$ cat config.mk
export PLATFORM = sky130hd
export DESIGN_NAME = lv_owt_req_sched_flat
export DESIGN_NICKNAME = d
export VERILOG_FILES = /design/src/rtl/lv_owt_req_sched_pkg.sv /design/src/rtl/lv_owt_req_sched_if.sv /design/src/rtl/lv_owt_req_sched_poll_tmr.sv /design/src/rtl/lv_owt_req_sched.sv /design/src/flat_wrapper.sv
export SDC_FILE = /design/constraint.sdc
export NUM_CORES = 1
export LEC_CHECK = 0
export ABC_AREA = 1
export CAP_MARGIN = 15
export CORE_UTILIZATION = 43
export DETAILED_ROUTE_END_ITERATION = 6
export GPL_ROUTABILITY_DRIVEN = 0
export PLACE_DENSITY = 0.7
export SYNTH_ARGS = -nofsm -noshare
export SYNTH_HDL_FRONTEND = slang
export SYNTH_HIERARCHICAL = 1
export SYNTH_SLANG_ARGS = --single-unit
$ cat constraint.sdc
create_clock -name i_clk -period 2.25 [get_ports i_clk]
set_clock_uncertainty 0.2 [all_clocks]
set_input_delay 0.3375 -clock i_clk [delete_from_list [all_inputs] [get_ports i_clk]]
set_output_delay 0.3375 -clock i_clk [all_outputs]
set_load 0.02 [all_outputs]
$ cat src/rtl/lv_owt_req_sched_pkg.sv
// Shared widths, FSM encoding, requester ids and request record for the
// LV-side OWT request scheduler.
package lv_owt_req_sched_pkg;

  localparam int CMD_W  = 8;
  localparam int DATA_W = 8;
  localparam int ADCD_W = 10;

  localparam int SCHED_FSM_ST_W = 2;
  localparam logic [SCHED_FSM_ST_W-1:0] SCHED_IDLE_ST = 2'd0;
  localparam logic [SCHED_FSM_ST_W-1:0] SCHED_TX_ST   = 2'd1;
  localparam logic [SCHED_FSM_ST_W-1:0] SCHED_WAIT_ST = 2'd2;
  localparam logic [SCHED_FSM_ST_W-1:0] SCHED_DONE_ST = 2'd3;

  // Read of address 0x1f: the ADC result register on the HV side.
  localparam logic [CMD_W-1:0] DEF_ADC_POLL_CMD = 8'h1f;

  typedef enum logic {
    REQ_SPI = 1'b0,
    REQ_ADC = 1'b1
  } req_id_e;

  typedef struct packed {
    req_id_e           id;
    logic [CMD_W-1:0]  cmd;
    logic [DATA_W-1:0] data;
  } sched_req_t;

  function automatic logic [7:0] sat_inc8(input logic [7:0] v);
    return (v == 8'hff) ? v : v + 8'd1;
  endfunction

endpackage

$ cat src/rtl/lv_owt_req_sched_if.sv
// SPI-requester and OWT TX/RX handshake bundle seen by the scheduler.
// slv is the scheduler side, mst the SPI block / OWT controllers side.
interface lv_owt_req_sched_if;
  import lv_owt_req_sched_pkg::*;

  logic              i_spi_req;
  logic [CMD_W-1:0]  i_spi_cmd;
  logic [DATA_W-1:0] i_spi_wdata;
  logic              o_spi_ack;
  logic [DATA_W-1:0] o_spi_rdata;
  logic              o_spi_err;

  logic              o_owt_tx_req;
  logic [CMD_W-1:0]  o_owt_tx_cmd;
  logic [DATA_W-1:0] o_owt_tx_data;
  logic              i_owt_tx_ack;

  logic              i_owt_rx_ack;
  logic [CMD_W-1:0]  i_owt_rx_cmd;
  logic [ADCD_W-1:0] i_owt_rx_data;
  logic              i_owt_rx_status;

  modport slv (
    input  i_spi_req, i_spi_cmd, i_spi_wdata,
    output o_spi_ack, o_spi_rdata, o_spi_err,
    output o_owt_tx_req, o_owt_tx_cmd, o_owt_tx_data,
    input  i_owt_tx_ack,
    input  i_owt_rx_ack, i_owt_rx_cmd, i_owt_rx_data, i_owt_rx_status
  );

  modport mst (
    output i_spi_req, i_spi_cmd, i_spi_wdata,
    input  o_spi_ack, o_spi_rdata, o_spi_err,
    input  o_owt_tx_req, o_owt_tx_cmd, o_owt_tx_data,
    output i_owt_tx_ack,
    output i_owt_rx_ack, i_owt_rx_cmd, i_owt_rx_data, i_owt_rx_status
  );

endinterface

$ cat src/rtl/lv_owt_req_sched_poll_tmr.sv
// ADC poll period counter: free-runs while enabled and raises a sticky,
// non-accumulating pend flag on every wrap.
module lv_owt_poll_tmr #(
  parameter int PERIOD = 1024
) (
  input  logic i_clk,
  input  logic i_rst_n,
  input  logic i_en,
  input  logic i_clr,
  output logic o_pend
);

  localparam int CW = (PERIOD > 1) ? $clog2(PERIOD) : 1;

  logic [CW-1:0] cnt;
  logic          wrap;

  assign wrap = (cnt == CW'(PERIOD - 1));

  // A grant in the same cycle as a wrap wins: that expiry is absorbed by
  // the poll being granted.
  always_ff @(posedge i_clk or negedge i_rst_n) begin
    if (!i_rst_n) begin
      cnt    <= '0;
      o_pend <= 1'b0;
    end else if (!i_en) begin
      cnt    <= '0;
      o_pend <= 1'b0;
    end else begin
      cnt <= wrap ? '0 : cnt + CW'(1);
      if (i_clr)     o_pend <= 1'b0;
      else if (wrap) o_pend <= 1'b1;
    end
  end

endmodule

$ cat src/rtl/lv_owt_req_sched.sv
// Shares the single OWT transaction slot between SPI register access and
// the periodic ADC poll; handles response matching, timeout and retry.
module lv_owt_req_sched
  import lv_owt_req_sched_pkg::*;
#(
  parameter int               ADC_POLL_CYC    = 1024,
  parameter int               RSP_TIMEOUT_CYC = 2048,
  parameter int               MAX_RETRY       = 2,
  parameter logic [CMD_W-1:0] ADC_POLL_CMD    = DEF_ADC_POLL_CMD
) (
  input  logic              i_clk,
  input  logic              i_rst_n,
  lv_owt_req_sched_if.slv   bus,
  input  logic              i_adc_poll_en,
  output logic [ADCD_W-1:0] o_adc_data,
  output logic              o_adc_vld,
  output logic              o_adc_err,
  output logic              o_busy,
  output logic [7:0]        o_fail_cnt
);

  localparam int TW = (RSP_TIMEOUT_CYC > 1) ? $clog2(RSP_TIMEOUT_CYC) : 1;
  localparam int RW = (MAX_RETRY > 0) ? $clog2(MAX_RETRY + 1) : 1;

  logic [SCHED_FSM_ST_W-1:0] state;
  sched_req_t                cur;
  sched_req_t                nxt_req;
  req_id_e                   last_gnt;
  logic [RW-1:0]             retry_cnt;
  logic [TW-1:0]             rsp_tmr;
  logic                      poll_pend;
  logic                      gnt_spi, gnt_adc;
  logic                      rsp_ok, att_end, att_fail, retry_ok;

  lv_owt_poll_tmr #(.PERIOD(ADC_POLL_CYC)) u_poll_tmr (
    .i_clk   (i_clk),
    .i_rst_n (i_rst_n),
    .i_en    (i_adc_poll_en),
    .i_clr   (gnt_adc),
    .o_pend  (poll_pend)
  );

  always_comb begin
    gnt_spi  = (state == SCHED_IDLE_ST) && bus.i_spi_req &&
               (!poll_pend || last_gnt == REQ_ADC);
    gnt_adc  = (state == SCHED_IDLE_ST) && poll_pend && !gnt_spi;
    nxt_req  = gnt_spi ? '{REQ_SPI, bus.i_spi_cmd, bus.i_spi_wdata}
                       : '{REQ_ADC, ADC_POLL_CMD, {DATA_W{1'b0}}};
    // rx_ack takes precedence over a coincident timeout.
    rsp_ok   = bus.i_owt_rx_ack && !bus.i_owt_rx_status &&
               (bus.i_owt_rx_cmd == cur.cmd);
    att_end  = (state == SCHED_WAIT_ST) &&
               (bus.i_owt_rx_ack || rsp_tmr == TW'(RSP_TIMEOUT_CYC - 1));
    att_fail = att_end && !rsp_ok;
    retry_ok = 32'(retry_cnt) < MAX_RETRY;
  end

  always_ff @(posedge i_clk or negedge i_rst_n) begin
    if (!i_rst_n) begin
      state             <= SCHED_IDLE_ST;
      cur               <= '0;
      last_gnt          <= REQ_ADC;
      retry_cnt         <= '0;
      rsp_tmr           <= '0;
      bus.o_spi_ack     <= 1'b0;
      bus.o_spi_rdata   <= '0;
      bus.o_spi_err     <= 1'b0;
      bus.o_owt_tx_req  <= 1'b0;
      bus.o_owt_tx_cmd  <= '0;
      bus.o_owt_tx_data <= '0;
      o_adc_data        <= '0;
      o_adc_vld         <= 1'b0;
      o_adc_err         <= 1'b0;
      o_busy            <= 1'b0;
      o_fail_cnt        <= '0;
    end else begin
      bus.o_spi_ack <= 1'b0;
      bus.o_spi_err <= 1'b0;
      o_adc_vld     <= 1'b0;
      o_adc_err     <= 1'b0;
      if (att_fail) o_fail_cnt <= sat_inc8(o_fail_cnt);

      case (state)
        SCHED_IDLE_ST: begin
          if (gnt_spi || gnt_adc) begin
            cur               <= nxt_req;
            last_gnt          <= nxt_req.id;
            retry_cnt         <= '0;
            bus.o_owt_tx_req  <= 1'b1;
            bus.o_owt_tx_cmd  <= nxt_req.cmd;
            bus.o_owt_tx_data <= nxt_req.data;
            o_busy            <= 1'b1;
            state             <= SCHED_TX_ST;
          end
        end
        SCHED_TX_ST: begin
          if (bus.i_owt_tx_ack) begin
            bus.o_owt_tx_req <= 1'b0;
            rsp_tmr          <= '0;
            state            <= SCHED_WAIT_ST;
          end
        end
        SCHED_WAIT_ST: begin
          if (att_end) begin
            if (att_fail && retry_ok) begin
              // tx_cmd/tx_data still hold the granted request.
              retry_cnt        <= retry_cnt + RW'(1);
              bus.o_owt_tx_req <= 1'b1;
              state            <= SCHED_TX_ST;
            end else begin
              state <= SCHED_DONE_ST;
              if (cur.id == REQ_SPI) begin
                bus.o_spi_ack   <= 1'b1;
                bus.o_spi_err   <= att_fail;
                bus.o_spi_rdata <= att_fail ? '0 : bus.i_owt_rx_data[DATA_W-1:0];
              end else if (att_fail) begin
                o_adc_err <= 1'b1;
              end else begin
                o_adc_vld  <= 1'b1;
                o_adc_data <= bus.i_owt_rx_data;
              end
            end
          end else begin
            rsp_tmr <= rsp_tmr + TW'(1);
          end
        end
        default: begin
          o_busy <= 1'b0;
          state  <= SCHED_IDLE_ST;
        end
      endcase
    end
  end

endmodule

$ cat src/flat_wrapper.sv
// flat-port wrapper written by rule: the top's interface ports become plain ports
module lv_owt_req_sched_flat import lv_owt_req_sched_pkg::*;
#(
  parameter int               ADC_POLL_CYC    = 1024,
  parameter int               RSP_TIMEOUT_CYC = 2048,
  parameter int               MAX_RETRY       = 2,
  parameter logic [CMD_W-1:0] ADC_POLL_CMD    = DEF_ADC_POLL_CMD
)
  (i_clk, i_rst_n, i_adc_poll_en, o_adc_data, o_adc_vld, o_adc_err, o_busy, o_fail_cnt, bus_i_spi_req, bus_i_spi_cmd, bus_i_spi_wdata, bus_o_spi_ack, bus_o_spi_rdata, bus_o_spi_err, bus_o_owt_tx_req, bus_o_owt_tx_cmd, bus_o_owt_tx_data, bus_i_owt_tx_ack, bus_i_owt_rx_ack, bus_i_owt_rx_cmd, bus_i_owt_rx_data, bus_i_owt_rx_status);
  lv_owt_req_sched_if bus_i ();
  input  logic i_clk;
  input  logic i_rst_n;
  input  logic i_adc_poll_en;
  output logic [ADCD_W-1:0] o_adc_data;
  output logic o_adc_vld;
  output logic o_adc_err;
  output logic o_busy;
  output logic [7:0] o_fail_cnt;
  input wire logic [$bits(bus_i.i_spi_req)-1:0] bus_i_spi_req;
  input wire logic [$bits(bus_i.i_spi_cmd)-1:0] bus_i_spi_cmd;
  input wire logic [$bits(bus_i.i_spi_wdata)-1:0] bus_i_spi_wdata;
  output wire logic [$bits(bus_i.o_spi_ack)-1:0] bus_o_spi_ack;
  output wire logic [$bits(bus_i.o_spi_rdata)-1:0] bus_o_spi_rdata;
  output wire logic [$bits(bus_i.o_spi_err)-1:0] bus_o_spi_err;
  output wire logic [$bits(bus_i.o_owt_tx_req)-1:0] bus_o_owt_tx_req;
  output wire logic [$bits(bus_i.o_owt_tx_cmd)-1:0] bus_o_owt_tx_cmd;
  output wire logic [$bits(bus_i.o_owt_tx_data)-1:0] bus_o_owt_tx_data;
  input wire logic [$bits(bus_i.i_owt_tx_ack)-1:0] bus_i_owt_tx_ack;
  input wire logic [$bits(bus_i.i_owt_rx_ack)-1:0] bus_i_owt_rx_ack;
  input wire logic [$bits(bus_i.i_owt_rx_cmd)-1:0] bus_i_owt_rx_cmd;
  input wire logic [$bits(bus_i.i_owt_rx_data)-1:0] bus_i_owt_rx_data;
  input wire logic [$bits(bus_i.i_owt_rx_status)-1:0] bus_i_owt_rx_status;
  assign bus_i.i_spi_req = bus_i_spi_req;
  assign bus_i.i_spi_cmd = bus_i_spi_cmd;
  assign bus_i.i_spi_wdata = bus_i_spi_wdata;
  assign bus_o_spi_ack = bus_i.o_spi_ack;
  assign bus_o_spi_rdata = bus_i.o_spi_rdata;
  assign bus_o_spi_err = bus_i.o_spi_err;
  assign bus_o_owt_tx_req = bus_i.o_owt_tx_req;
  assign bus_o_owt_tx_cmd = bus_i.o_owt_tx_cmd;
  assign bus_o_owt_tx_data = bus_i.o_owt_tx_data;
  assign bus_i.i_owt_tx_ack = bus_i_owt_tx_ack;
  assign bus_i.i_owt_rx_ack = bus_i_owt_rx_ack;
  assign bus_i.i_owt_rx_cmd = bus_i_owt_rx_cmd;
  assign bus_i.i_owt_rx_data = bus_i_owt_rx_data;
  assign bus_i.i_owt_rx_status = bus_i_owt_rx_status;
  lv_owt_req_sched #(.ADC_POLL_CYC(ADC_POLL_CYC), .RSP_TIMEOUT_CYC(RSP_TIMEOUT_CYC), .MAX_RETRY(MAX_RETRY), .ADC_POLL_CMD(ADC_POLL_CMD)) u_core (.i_clk(i_clk), .i_rst_n(i_rst_n), .bus(bus_i), .i_adc_poll_en(i_adc_poll_en), .o_adc_data(o_adc_data), .o_adc_vld(o_adc_vld), .o_adc_err(o_adc_err), .o_busy(o_busy), .o_fail_cnt(o_fail_cnt));
endmodule
==> impl_metrics.json <==
{
  "status": "completed",
  "portBuffers": 88,
  "grt_util_met1_pct": 23.2,
  "synth_sequential_area_ratio_pct": 51.5,
  "post-synth-top-count-cell": "nand2_1",
  "cts_max_level": 3,
  "post_drt_wl_per_cell_um": 11.7,
  "busiest_layer": "met2",
  "maxCapViolations": 0,
  "yosys-top-cells-count": "nand2_1, dfrtp_1, inv_1",
  "p_seq_share_pct": 36.9,
  "maxSlewViolCount": 0,
  "grt_max_degree": 61,
  "end_kind": "flip-flop",
  "fin_crit_ns": 2.04,
  "grt_use_met2_pct": 29.0,
  "ir_drop_v": 0.000625,
  "ys_async_sr_fraction_pct": 100,
  "layout.nets": 568,
  "clk_pin_slew_ns": 0.08,
  "track_usage_pct": 18.2,
  "hold_viol": 0,
  "rsz0062_at_grt": "no",
  "globalRouteMet3Util_pct": 6.52,
  "setup_tns_ns": 0,
  "ys_seq_elements": 76,
  "core_area_um2": 8260,
  "path_max_fanout": 5,
  "grt_pass1_vias": 2889,
  "die_h_um": 94.7,
  "die_area_um2": 8970,
  "gr-total-overflow": 0,
  "diodes": 0,
  "synth.distinct_cells": 37,
  "crit_arrival_ns": 2.04,
  "slew-limit-headroom_pct": 51.2,
  "clock-root-buffer": "clkbuf_8",
  "cts_made_buffers": 9,
  "setup_violations": 0,
  "cp-start-kind": "flip-flop",
  "worst_slew_pin_slew_ns": 0.732,
  "cts_tree": "done",
  "rows": 33,
  "dp.cells": 613,
  "ant_nets": 0,
  "synthFlopType": "dfrtp_1",
  "cts_sinks": 76,
  "layout-drive-gt1-share_pct": 12.0,
  "hp-class": "flip-flop to flip-flop",
  "holdPathStages": 1,
  "die_w_um": 94.7,
  "required_ns": 2.26,
  "drt_iter0_drc": 103,
  "synth_area_per_cell_um2": 8.76,
  "routed_wl_um": 7380,
  "clk_path_buf_depth": 2,
  "synthTopCellsByArea": "dfrtp_1, nand2_1, inv_1",
  "fmax_ghz": 0.491,
  "critPathKind": "flip-flop to flip-flop",
  "syn_inst": 422,
  "first_pass_iters": 4,
  "postCtsSetupBuffers": 0,
  "internal-power_mw": 3.30,
  "power_frac_clock_pct": 21.3,
  "dp_hpwl_um": 5570,
  "timing.final.crit_share_pct": 90.5,
  "p_leak_nw": 2.35,
  "reg2reg_depth": 11,
  "synth_edf_count": 0,
  "clk_latency_ns": 0.34,
  "yosysTopAreaCell": "dfrtp_1",
  "power.switching_mw": 1.93,
  "synth_nets": 470,
  "initial_utilization_pct": 44.8,
  "viasPerCell": 4.65,
  "p_comb_share_pct": 41.8,
  "vias": 2931,
  "pin_count": 89,
  "antenna_found_initial": 0,
  "syn_area_um2": 3700,
  "drc": 0,
  "grt_first_pass_wirelength_um": 12700,
  "swShare_pct": 36.9,
  "area_growth_pct": 33.8,
  "fin_cells": 630,
  "r2r_slack_ns": 0.21,
  "synth_top_area_share_pct": 50.8,
  "pwr_density_cell_nw_per_um2": 1060,
  "ys_warn_count": 6
}
==> kinds of logic (layout without fill, tap and decap cells) <==
| family | after synthesis | count (layout) | share of synthesized area (%) |
|---|---|---|---|
| xor gates and xnor gates | 14 | 14 | 3.32 |
| AOI/OAI and AO/OA | 57 | 57 | 10.2 |
| buffers and inverters | 83 | 186 | 9.65 |
| adders and majority gates | 7 | 7 | 2.37 |
| DFF | 76 | 76 | 51.5 |
| and+or+nand+nor | 185 | 185 | 23.0 |
==> registers in the layout, indices dropped and copies added, names as in the netlist, 2 cells and up <==
| register | flops |
|---|---|
| u_core/rsp_tmr | 11 |
| u_core/o_adc_data | 10 |
| u_core/u_poll_tmr/cnt | 10 |
| u_core/cur | 9 |
| u_core/bus.o_owt_tx_data | 8 |
| u_core/bus.o_spi_rdata | 8 |
| u_core/o_fail_cnt | 8 |
| u_core/retry_cnt | 2 |
| u_core/state | 2 |
==> power by group through the flow <==
stage          registers [mW]  logic [mW]  clock network, mW
4_1_cts                  1.93        2.19               1.15
2_1_floorplan            2.17        1.11                  0
3_5_place_dp             1.95        2.18                  0
6_report                 1.93        2.18               1.11
5_1_grt                  1.98        2.42               1.21
3_3_place_gp             1.95        2.15                  0
==> area by class of cell <==
cell class	instances	area, um^2
multi-input combinational	263	1450
clock inverter	6	88.8
clock buffer	10	128
fill	739	3310
tap	105	131
timing repair buffer	100	983
inverter	70	263
sequential	76	1900
==> repair_timing <==
item | 4_1_cts | 5_1_grt
resized for setup | 0 | 2
hold buffers | 1 | 0
hold endpoints to repair | 57 | 0
setup endpoints to repair | 0 | 4
==> critical path, stage by stage (launching register included) <==
cell,delay [ns]
dfrtp_1,0.40
ha_1,0.19
nand2_1,0.09
nor2_2,0.19
nand3_4,0.12
nand2_1,0.07
nand2_1,0.11
nand2_2,0.15
inv_1,0.09
nand3_1,0.09
xor2_1,0.16
nor2_1,0.06
==> per-layer routing <==
layer | wire [um] | share of wire (%)
met4 | 124 | 1.7
met2 | 3350 | 45
met3 | 485 | 6.6
met5 | 0 | 0
met1 | 3420 | 46
==> cells in the final DEF (no fill, tap or decap), drive strengths merged, types with 4 or more instances in the layout <==
cell and instances:
ha 7, xor2 10, dfrtp 75, xnor2 4
nor2 43, clkbuf 10, buf 12, nor3 7
o21ai 29, nand4 4, nand2 108, clkdlybuf4s50 87
o22ai 5, a21oi 11, a22o 9, nand3 19
inv 70
==> worst paths after layout <==
kind,to,start
max,u_core/rsp_tmr[6],u_core/rsp_tmr[0]
min,u_core/u_poll_tmr/cnt[0],u_core/u_poll_tmr/cnt[0]
max reg2reg,u_core/rsp_tmr[6],u_core/rsp_tmr[0]
min reg2reg,u_core/u_poll_tmr/cnt[0],u_core/u_poll_tmr/cnt[0]
max in group asynchronous,u_core/o_fail_cnt[6],i_rst_n
min in group asynchronous,u_core/rsp_tmr[9],i_rst_n
==> stage by stage <==
| stage | hold WS (ns) | area (um^2) | worst slack (ns) | utilization (%) | power [mW] |
|---|---|---|---|---|---|
| after global routing | 0.286 | 4940 | 0.0142 | 59.9 | 5.60 |
| after detailed placement | 0.251 | 4710 | 0.0123 | 57.0 | 4.13 |
| after CTS | 0.264 | 4930 | 0.194 | 59.7 | 5.27 |
| final | 0.260 | 4940 | 0.213 | 59.9 | 5.22 |
| after global placement | 0.246 | 4710 | 0.0792 | 57.0 | 4.10 |
| after floorplan | -0.158 | 3700 | 0.190 | - | 3.28 |
No activity file was read; power rests on OpenSTA's default activity.
